==> src/rtl/tm1638_frame_sender.sv <==
// Sends one full TM1638 display frame (mode, 16 data bytes, display control)
// over the three-wire STB/CLK/DIO interface, LSB first.
module tm1638_frame_sender #(
  parameter int CLK_DIV = 4
) (
  input  logic        clk,
  input  logic        rst_n,
  input  logic        start,
  input  logic [63:0] seg_data,
  input  logic [7:0]  led_data,
  input  logic [2:0]  brightness,
  output logic        busy,
  output logic        done,
  output logic        tm_stb,
  output logic        tm_clk,
  output logic        tm_dio
);
  typedef enum logic [2:0] {IDLE, SETUP, BIT_LOW, BIT_HIGH, GAP, DONE} state_t;

  localparam logic [8:0] HALF_LAST = 9'(CLK_DIV - 1);
  localparam logic [8:0] GAP_LAST  = 9'(2 * CLK_DIV - 1);

  state_t      state;
  logic [8:0]  cnt;
  logic [2:0]  bit_idx;
  logic [4:0]  byte_idx;
  logic [1:0]  txn;
  logic [63:0] seg_q;
  logic [7:0]  led_q;
  logic [2:0]  bri_q;

  // Byte k of transaction t; in T2, k=0 is the address command and data follows.
  function automatic logic [7:0] frame_byte(input logic [1:0] t, input logic [4:0] k,
                                            input logic [63:0] seg, input logic [7:0] led,
                                            input logic [2:0] bri);
    logic [3:0] d;
    d = 4'(k - 5'd1);
    if (t == 2'd0)      return 8'h40;
    else if (t == 2'd2) return {5'b10001, bri};
    else if (k == 5'd0) return 8'hC0;
    else if (d[0])      return {7'b0, led[d[3:1]]};
    else                return seg[{d[3:1], 3'b000} +: 8];
  endfunction

  logic       last_byte;
  logic [2:0] nxt_bit;
  logic [4:0] nxt_byte;
  logic [7:0] cur_val, nxt_val;
  logic       cur_bit, nxt_dio;

  assign last_byte = (byte_idx == ((txn == 2'd1) ? 5'd16 : 5'd0));
  assign nxt_bit   = bit_idx + 3'd1;
  assign nxt_byte  = (bit_idx == 3'd7) ? byte_idx + 5'd1 : byte_idx;
  assign cur_val   = frame_byte(txn, byte_idx, seg_q, led_q, bri_q);
  assign nxt_val   = frame_byte(txn, nxt_byte, seg_q, led_q, bri_q);
  assign cur_bit   = cur_val[bit_idx];
  assign nxt_dio   = nxt_val[nxt_bit];

  always_ff @(posedge clk or negedge rst_n) begin
    if (!rst_n) begin
      state    <= IDLE;
      cnt      <= '0;
      bit_idx  <= '0;
      byte_idx <= '0;
      txn      <= '0;
      seg_q    <= '0;
      led_q    <= '0;
      bri_q    <= '0;
      busy     <= 1'b0;
      done     <= 1'b0;
      tm_stb   <= 1'b1;
      tm_clk   <= 1'b1;
      tm_dio   <= 1'b1;
    end else begin
      case (state)
        IDLE, DONE: begin
          done <= 1'b0;
          // DONE also accepts start so back-to-back frames have no idle cycle
          if (start) begin
            seg_q    <= seg_data;
            led_q    <= led_data;
            bri_q    <= brightness;
            cnt      <= '0;
            bit_idx  <= '0;
            byte_idx <= '0;
            txn      <= '0;
            busy     <= 1'b1;
            tm_stb   <= 1'b0;
            state    <= SETUP;
          end else begin
            state <= IDLE;
          end
        end
        SETUP: begin
          if (cnt == HALF_LAST) begin
            cnt    <= '0;
            tm_clk <= 1'b0;
            tm_dio <= cur_bit;
            state  <= BIT_LOW;
          end else cnt <= cnt + 9'd1;
        end
        BIT_LOW: begin
          if (cnt == HALF_LAST) begin
            cnt    <= '0;
            tm_clk <= 1'b1;
            state  <= BIT_HIGH;
          end else cnt <= cnt + 9'd1;
        end
        BIT_HIGH: begin
          if (cnt == HALF_LAST) begin
            cnt <= '0;
            if (bit_idx == 3'd7 && last_byte) begin
              bit_idx  <= '0;
              byte_idx <= '0;
              tm_stb   <= 1'b1;
              tm_dio   <= 1'b1;
              state    <= GAP;
            end else begin
              bit_idx  <= nxt_bit;
              byte_idx <= nxt_byte;
              tm_clk   <= 1'b0;
              tm_dio   <= nxt_dio;
              state    <= BIT_LOW;
            end
          end else cnt <= cnt + 9'd1;
        end
        GAP: begin
          if (cnt == GAP_LAST) begin
            cnt <= '0;
            if (txn == 2'd2) begin
              busy  <= 1'b0;
              done  <= 1'b1;
              state <= DONE;
            end else begin
              txn    <= txn + 2'd1;
              tm_stb <= 1'b0;
              state  <= SETUP;
            end
          end else cnt <= cnt + 9'd1;
        end
        default: state <= IDLE;
      endcase
    end
  end
endmodule

==> config.mk <==
export PLATFORM = sky130hd
export DESIGN_NAME = tm1638_frame_sender
export DESIGN_NICKNAME = d
export VERILOG_FILES = /design/src/rtl/tm1638_frame_sender.sv
export SDC_FILE = /design/constraint.sdc
export NUM_CORES = 1
export LEC_CHECK = 0
export ABC_CLOCK_PERIOD_IN_PS = 7900
export BUFFER_PORTS_ARGS = -buffer_cell sky130_fd_sc_hd__buf_2
export CAP_MARGIN = 0
export CORE_MARGIN = 8
export CORE_UTILIZATION = 63
export CTS_CLUSTER_SIZE = 30
export DETAILED_ROUTE_END_ITERATION = 8
export PLACE_DENSITY = 0.86
export SYNTH_ARGS = -nofsm -noshare
export SYNTH_HDL_FRONTEND = slang
export SYNTH_SLANG_ARGS = --single-unit
export TNS_END_PERCENT = 20
==> constraint.sdc <==
create_clock -name clk -period 7.9 [get_ports clk]
set_input_delay 0.395 -clock clk [delete_from_list [all_inputs] [get_ports clk]]
set_output_delay 0.395 -clock clk [all_outputs]
set_load 0.005 [all_outputs]
# Yosys cells after proc, flatten, opt, wreduce, memory -nomap -nowiden
# Index checks and enable logic that the tools add are counted.
# op_classes
muxes	64
mul	0
shifts	2
n_div	0
eq_ne	20
n_reduce_logical	23
bitwise_logic	0
n_addsub	6
order_cmp	4
# ops
operator	count
64-bit by 7-bit indexed part select with 8-bit output	2
8-bit 2-to-1 mux	8
3-bit 2-to-1 mux	9
9-bit 2-to-1 mux	3
9-bit case mux with 3 select lines	1
5-bit 2-to-1 mux	5
1-bit 2-to-1 mux	22
2-bit != test, second input constant	9
3-bit by 4-bit less-than comparator with 1-bit output, second input constant	4
3-bit case mux with 5 select lines	1
1-bit binary-select mux with 3-bit select	4
4-bit AND reduction	3
5-bit zero test	2
5-bit case mux with 2 select lines	1
9-bit by 1-bit adder with 9-bit output, second input constant	1
3-bit equality test, second input constant	3
9-bit by 2-bit equality test with 1-bit output, second input constant	1
9-bit by 3-bit equality test with 1-bit output, second input constant	1
3-bit AND reduction	3
3-bit nonzero test	3
4-bit by 1-bit subtractor with 4-bit output, second input constant	2
3-bit by 2-bit equality test with 1-bit output, second input constant	2
2-bit 2-to-1 mux	3
1-bit case mux with 2 select lines	3
other kinds (19)	23
# word_totals
rom_bits	0
out_inout_bits	5
wordCells	132
latchBits	0
mem_count	0
ram_bits	0
register_bits	102
in_bits	78

# Depth between registers and ports, before layout
# logic_depth
ltp_word	14
ltp_mapped	13
mapped_depth_nobuf	10

# Worst setup path after synthesis
# No wires, ideal clock.
# synth_path
path_type	reg2reg
from	reg byte_idx[0]
to	reg tm_dio
t_required_ps	7819
period_less_slack_ps	2880
n_path_buf	2
setup_time_ps	81
path_stages_with_launch	12
arrival_ps	2798
slack_ps	5020
path_cell_list	dfrtp_1 buf_6 inv_1 ha_1 mux2i_2 xnor2_1 buf_2 mux4_2 mux2i_1 o211ai_1 a22oi_1 nor3_2
# synth_via
elab_chain_cells	14
word_cells_on_any_way	30
classes_between	add/sub: 3; eq/ne: 1; shift: 2; mux: 21; reduce/logical: 3
# synth_rtl
item	line_no	text
start, declared	26	logic [4:0] byte_idx;
start signal, assigned	120	byte_idx <= nxt_byte;
branches (longest 13 deep; another with 5-bit by 1-bit adder with 5-bit output)	n/a	
1-bit case mux with 2 select lines *	75	case (state)
end signal, assigned	98	tm_dio <= cur_bit;
end signal, assigned	122	tm_dio <= nxt_dio;
end, declared	16	output logic tm_dio
# Every way passes the cells marked *. The select of a mux whose other input is x is not followed.
# A chain may end at the register's enable or synchronous reset.

# Worst setup path in the final report
# Same ends and word-level chain as after synthesis.

==> flow_summary_export.csv <==
group,metric,value,unit
status,status,"complete, no violations",
worst_setup_path,critical_path_class,"flop to flop",
worst_setup_path,worst_ep_arrival_time,4.43,ns
pwr,p_sw,733,µW
synth,yosys.cell_types.count,73,
synth,seq_area_frac_synth,0.407,
worst_setup_path,required,8.21,ns
synth,synth.avg_cell_area,10.8,µm²
routing,routed_wl,16600,µm
die,rows,36,
cells_and_area,drive_above_1_share,0.334,
pwr,irDropWorstVdd,199,µV
worst_setup_path,rr_worst_depth,10,
placement,io_buffers,82,
synth,ys_ff_latch,102,
clock_tree,cts_sinks,102,
die,core_region_area,9730,µm²
pwr,p_leak,0.00289,µW
die,ios,83,
routing,vias_per_cell,6.67,
die,initial_core_util,0.645,
cells_and_area,fin_nets,730,
sta,clock_skew,0.0117,ns
synth,synthesis.area,6270,µm²
synth,synthCells,579,
clock_tree,post-cts-setup-buffer-count,0,
pwr,p_seq_frac,0.474,
synth,synth-async-reset-ratio,1.00,
clock_tree,clk_path_buf_depth,2,
sta,fin_crit_sh,0.520,
synth,yosysWarnings,0,
sta,finalHoldViolations,0,
worst_setup_path,worstSetupStartpointType,"flop",
clock_tree,clock_latency,0.38,ns
sta,rsz0062_at_grt,"no",
routing,dr.pass1.iters,6,
global_route,grt_max_degree,78,
pwr,finalPower,2070,µW
cells_and_area,antenna_cells,0,
sta,worst_pin_slew,1.11,ns
global_route,grt_pass1_wl,27200,µm
clock_tree,path_clk_slew,0.10,ns
worst_setup_path,crit_path_end_kind,"flop",
die,dieHeight,116,µm
global_route,antenna_found_initial,0,
cells_and_area,syn2layout_area_growth,11.2,%
clock_tree,cts_root_buf,"clkbuf_8",
worst_setup_path,reg2reg_to,"tm_dio$_DFFE_PN1P_",
hold_path,worst_hold_path_type,"primary input to async pin",
pwr,switching_share,0.354,
sta,clock.fmax,243,MHz
sta,setup_slack,3.79,ns
clock_tree,cts.htree.levels,3,
run,maxCapViolCount,0,
placement,place_congestion,0.963,
placement,hpwl,12100,µm
routing,wl_per_cell,21.3,µm
sta,tns,0,ns
pwr,combPwrFrac,0.351,
clock_tree,cts_made_buffers,9,
clock_tree,cts_tree,"built",
global_route,grt_pass1_vias,5363,
sta,finalCriticalPeriod,4.11,ns
sta,slew_viol_final,0,
die,die_width,116,µm
routing,drtIter0Drc,529,
global_route,grt_overflow_total,0,
worst_setup_path,rrSetupSlack,3.79,ns
synth,syn_nets,667,
sta,relSlewSlack,0.259,
pwr,intPower,1340,µW
cells_and_area,finalInstanceArea,6980,µm²
placement,placed_area,6760,µm²
clock_tree,hold_buffers,0,
clock_tree,cts_resized,0,
cells_and_area,nFillCells,740,
die,dieArea,13400,µm²
worst_setup_path,worstPathMaxFanout,21,
synth,synth-edff-count,0,
routing,ant_nets,0,
worst_setup_path,reg2reg_from,"byte_idx[0]$_DFFE_PN0P_",
pwr,clkPwrFrac,0.175,
placement,detailedPlace.worstSlack,3.88,ns
synth,synthFlopType,"dfrtp_1",
routing,drt_drc_violations_left,0,
routing,num_vias,5203,
sta,setup_viol,0,
pwr,p_per_area,296,nW/µm²
global_route,grtUsageTotal,0.258,
-- state kept, by name, summed over array words and instances (netlist names) --
name and flops:
tm_clk 1, tm_stb 1, seg_q 64, done 1, cnt 9, bri_q 3, byte_idx 5, bit_idx 3
state 3, led_q 8, tm_dio 1, busy 1, txn 2
-- placed cells by master, fill, tap and decap left out, types with 6 or more instances in the layout --
master / count
or3_1: 6
nor4_1: 10
mux4_2: 16
nand4_1: 10
xnor2_1: 9
clkbuf_8: 9
nand3_1: 13
inv_1: 8
nand2_1: 61
nor2_1: 30
buf_2: 81
nor3_1: 6
ha_1: 10
a31oi_1: 10
mux2i_1: 22
o21ai_0: 29
buf_4: 7
a21oi_1: 17
mux2_2: 76
o31ai_1: 9
dfrtp_1: 99
-- cells in the mapped netlist, drive strengths merged, types with 11 or more instances --
cell type  number  share of area
a21oi          17          0.014
clkbuf         26          0.016
dfrtp          99           0.39
mux2           76           0.14
mux2i          23          0.037
mux4           20          0.074
nand2          61          0.036
nand3          13          0.010
nor2           32          0.021
nor4           11          0.012
o21ai          29          0.023
xnor2          11          0.020
-- how the worst max path moves through the flow --
stage                         end               startpoint  cells past startpoint  slack (ns)
6_report       tm_dio$_DFFE_PN1P_  byte_idx[0]$_DFFE_PN0P_                     10        3.79
3_3_place_gp   tm_dio$_DFFE_PN1P_  byte_idx[0]$_DFFE_PN0P_                     10        4.00
3_5_place_dp   tm_dio$_DFFE_PN1P_  byte_idx[0]$_DFFE_PN0P_                     10        3.88
4_1_cts        tm_dio$_DFFE_PN1P_  byte_idx[0]$_DFFE_PN0P_                     10        3.83
2_1_floorplan  tm_dio$_DFFE_PN1P_  byte_idx[0]$_DFFE_PN0P_                     11        5.02
5_1_grt        tm_dio$_DFFE_PN1P_  byte_idx[0]$_DFFE_PN0P_                     10        3.46
-- per-layer routing --
| metal | up-vias | global-route usage | part of all wire |
|---|---|---|---|
| li1 | 2308 | - | - |
| met4 | 0 | 0.0778 | 0.019 |
| met3 | 32 | 0.0594 | 0.073 |
| met2 | 247 | 0.439 | 0.50 |
| met1 | 2616 | 0.318 | 0.41 |
| met5 | - | 0 | 0 |
-- cell type report --
cell class,count,area [µm²],share of cell area
timing repair buffer,88,458,0.0656
clock inverter,5,83.8,0.0120
clock buffer,11,131,0.0188
inverter,9,33.8,0.00484
tap,133,166,0.0239
sequential,102,2560,0.366
multi-input combinational,432,3550,0.508
-- through the flow --
step                utilization  hold slack [ns]  std cells
floorplan                     -           0.0994        579
detailed placement        0.695            0.444        764
global placement          0.695            0.427        764
global route              0.717           0.0535        780
CTS                       0.717           0.0328        780
finish                    0.717          0.00747        780
-- power by group through the flow --
stage | Clock, µW | Sequential (µW) | Combinational, µW
2_1_floorplan | 0 | 863 | 602
3_3_place_gp | 0 | 968 | 684
3_5_place_dp | 0 | 982 | 717
4_1_cts | 367 | 972 | 722
5_1_grt | 389 | 1000 | 788
6_report | 363 | 980 | 725
-- cells by family after synthesis --
kind of cell / share of synthesized area
AND/OR/NAND/NOR: 0.141
adder cells (fa/ha/maj): 0.0199
XOR/XNOR: 0.0313
multiplexers: 0.248
flip-flops: 0.407
buffers and inverters: 0.0307
AO/OA/AOI/OAI: 0.122
-- worst max-delay path, stage by stage, from the launching register on --
cell	delay [ns]
dfrtp_1	0.67
inv_1	0.17
ha_1	0.91
mux2_2	0.39
nor2_4	0.09
xnor2_1	0.86
nand2_1	0.14
a311o_1	0.34
o21ai_0	0.18
a22oi_1	0.12
nor3_2	0.17
Power figures use the tool's default switching activity.
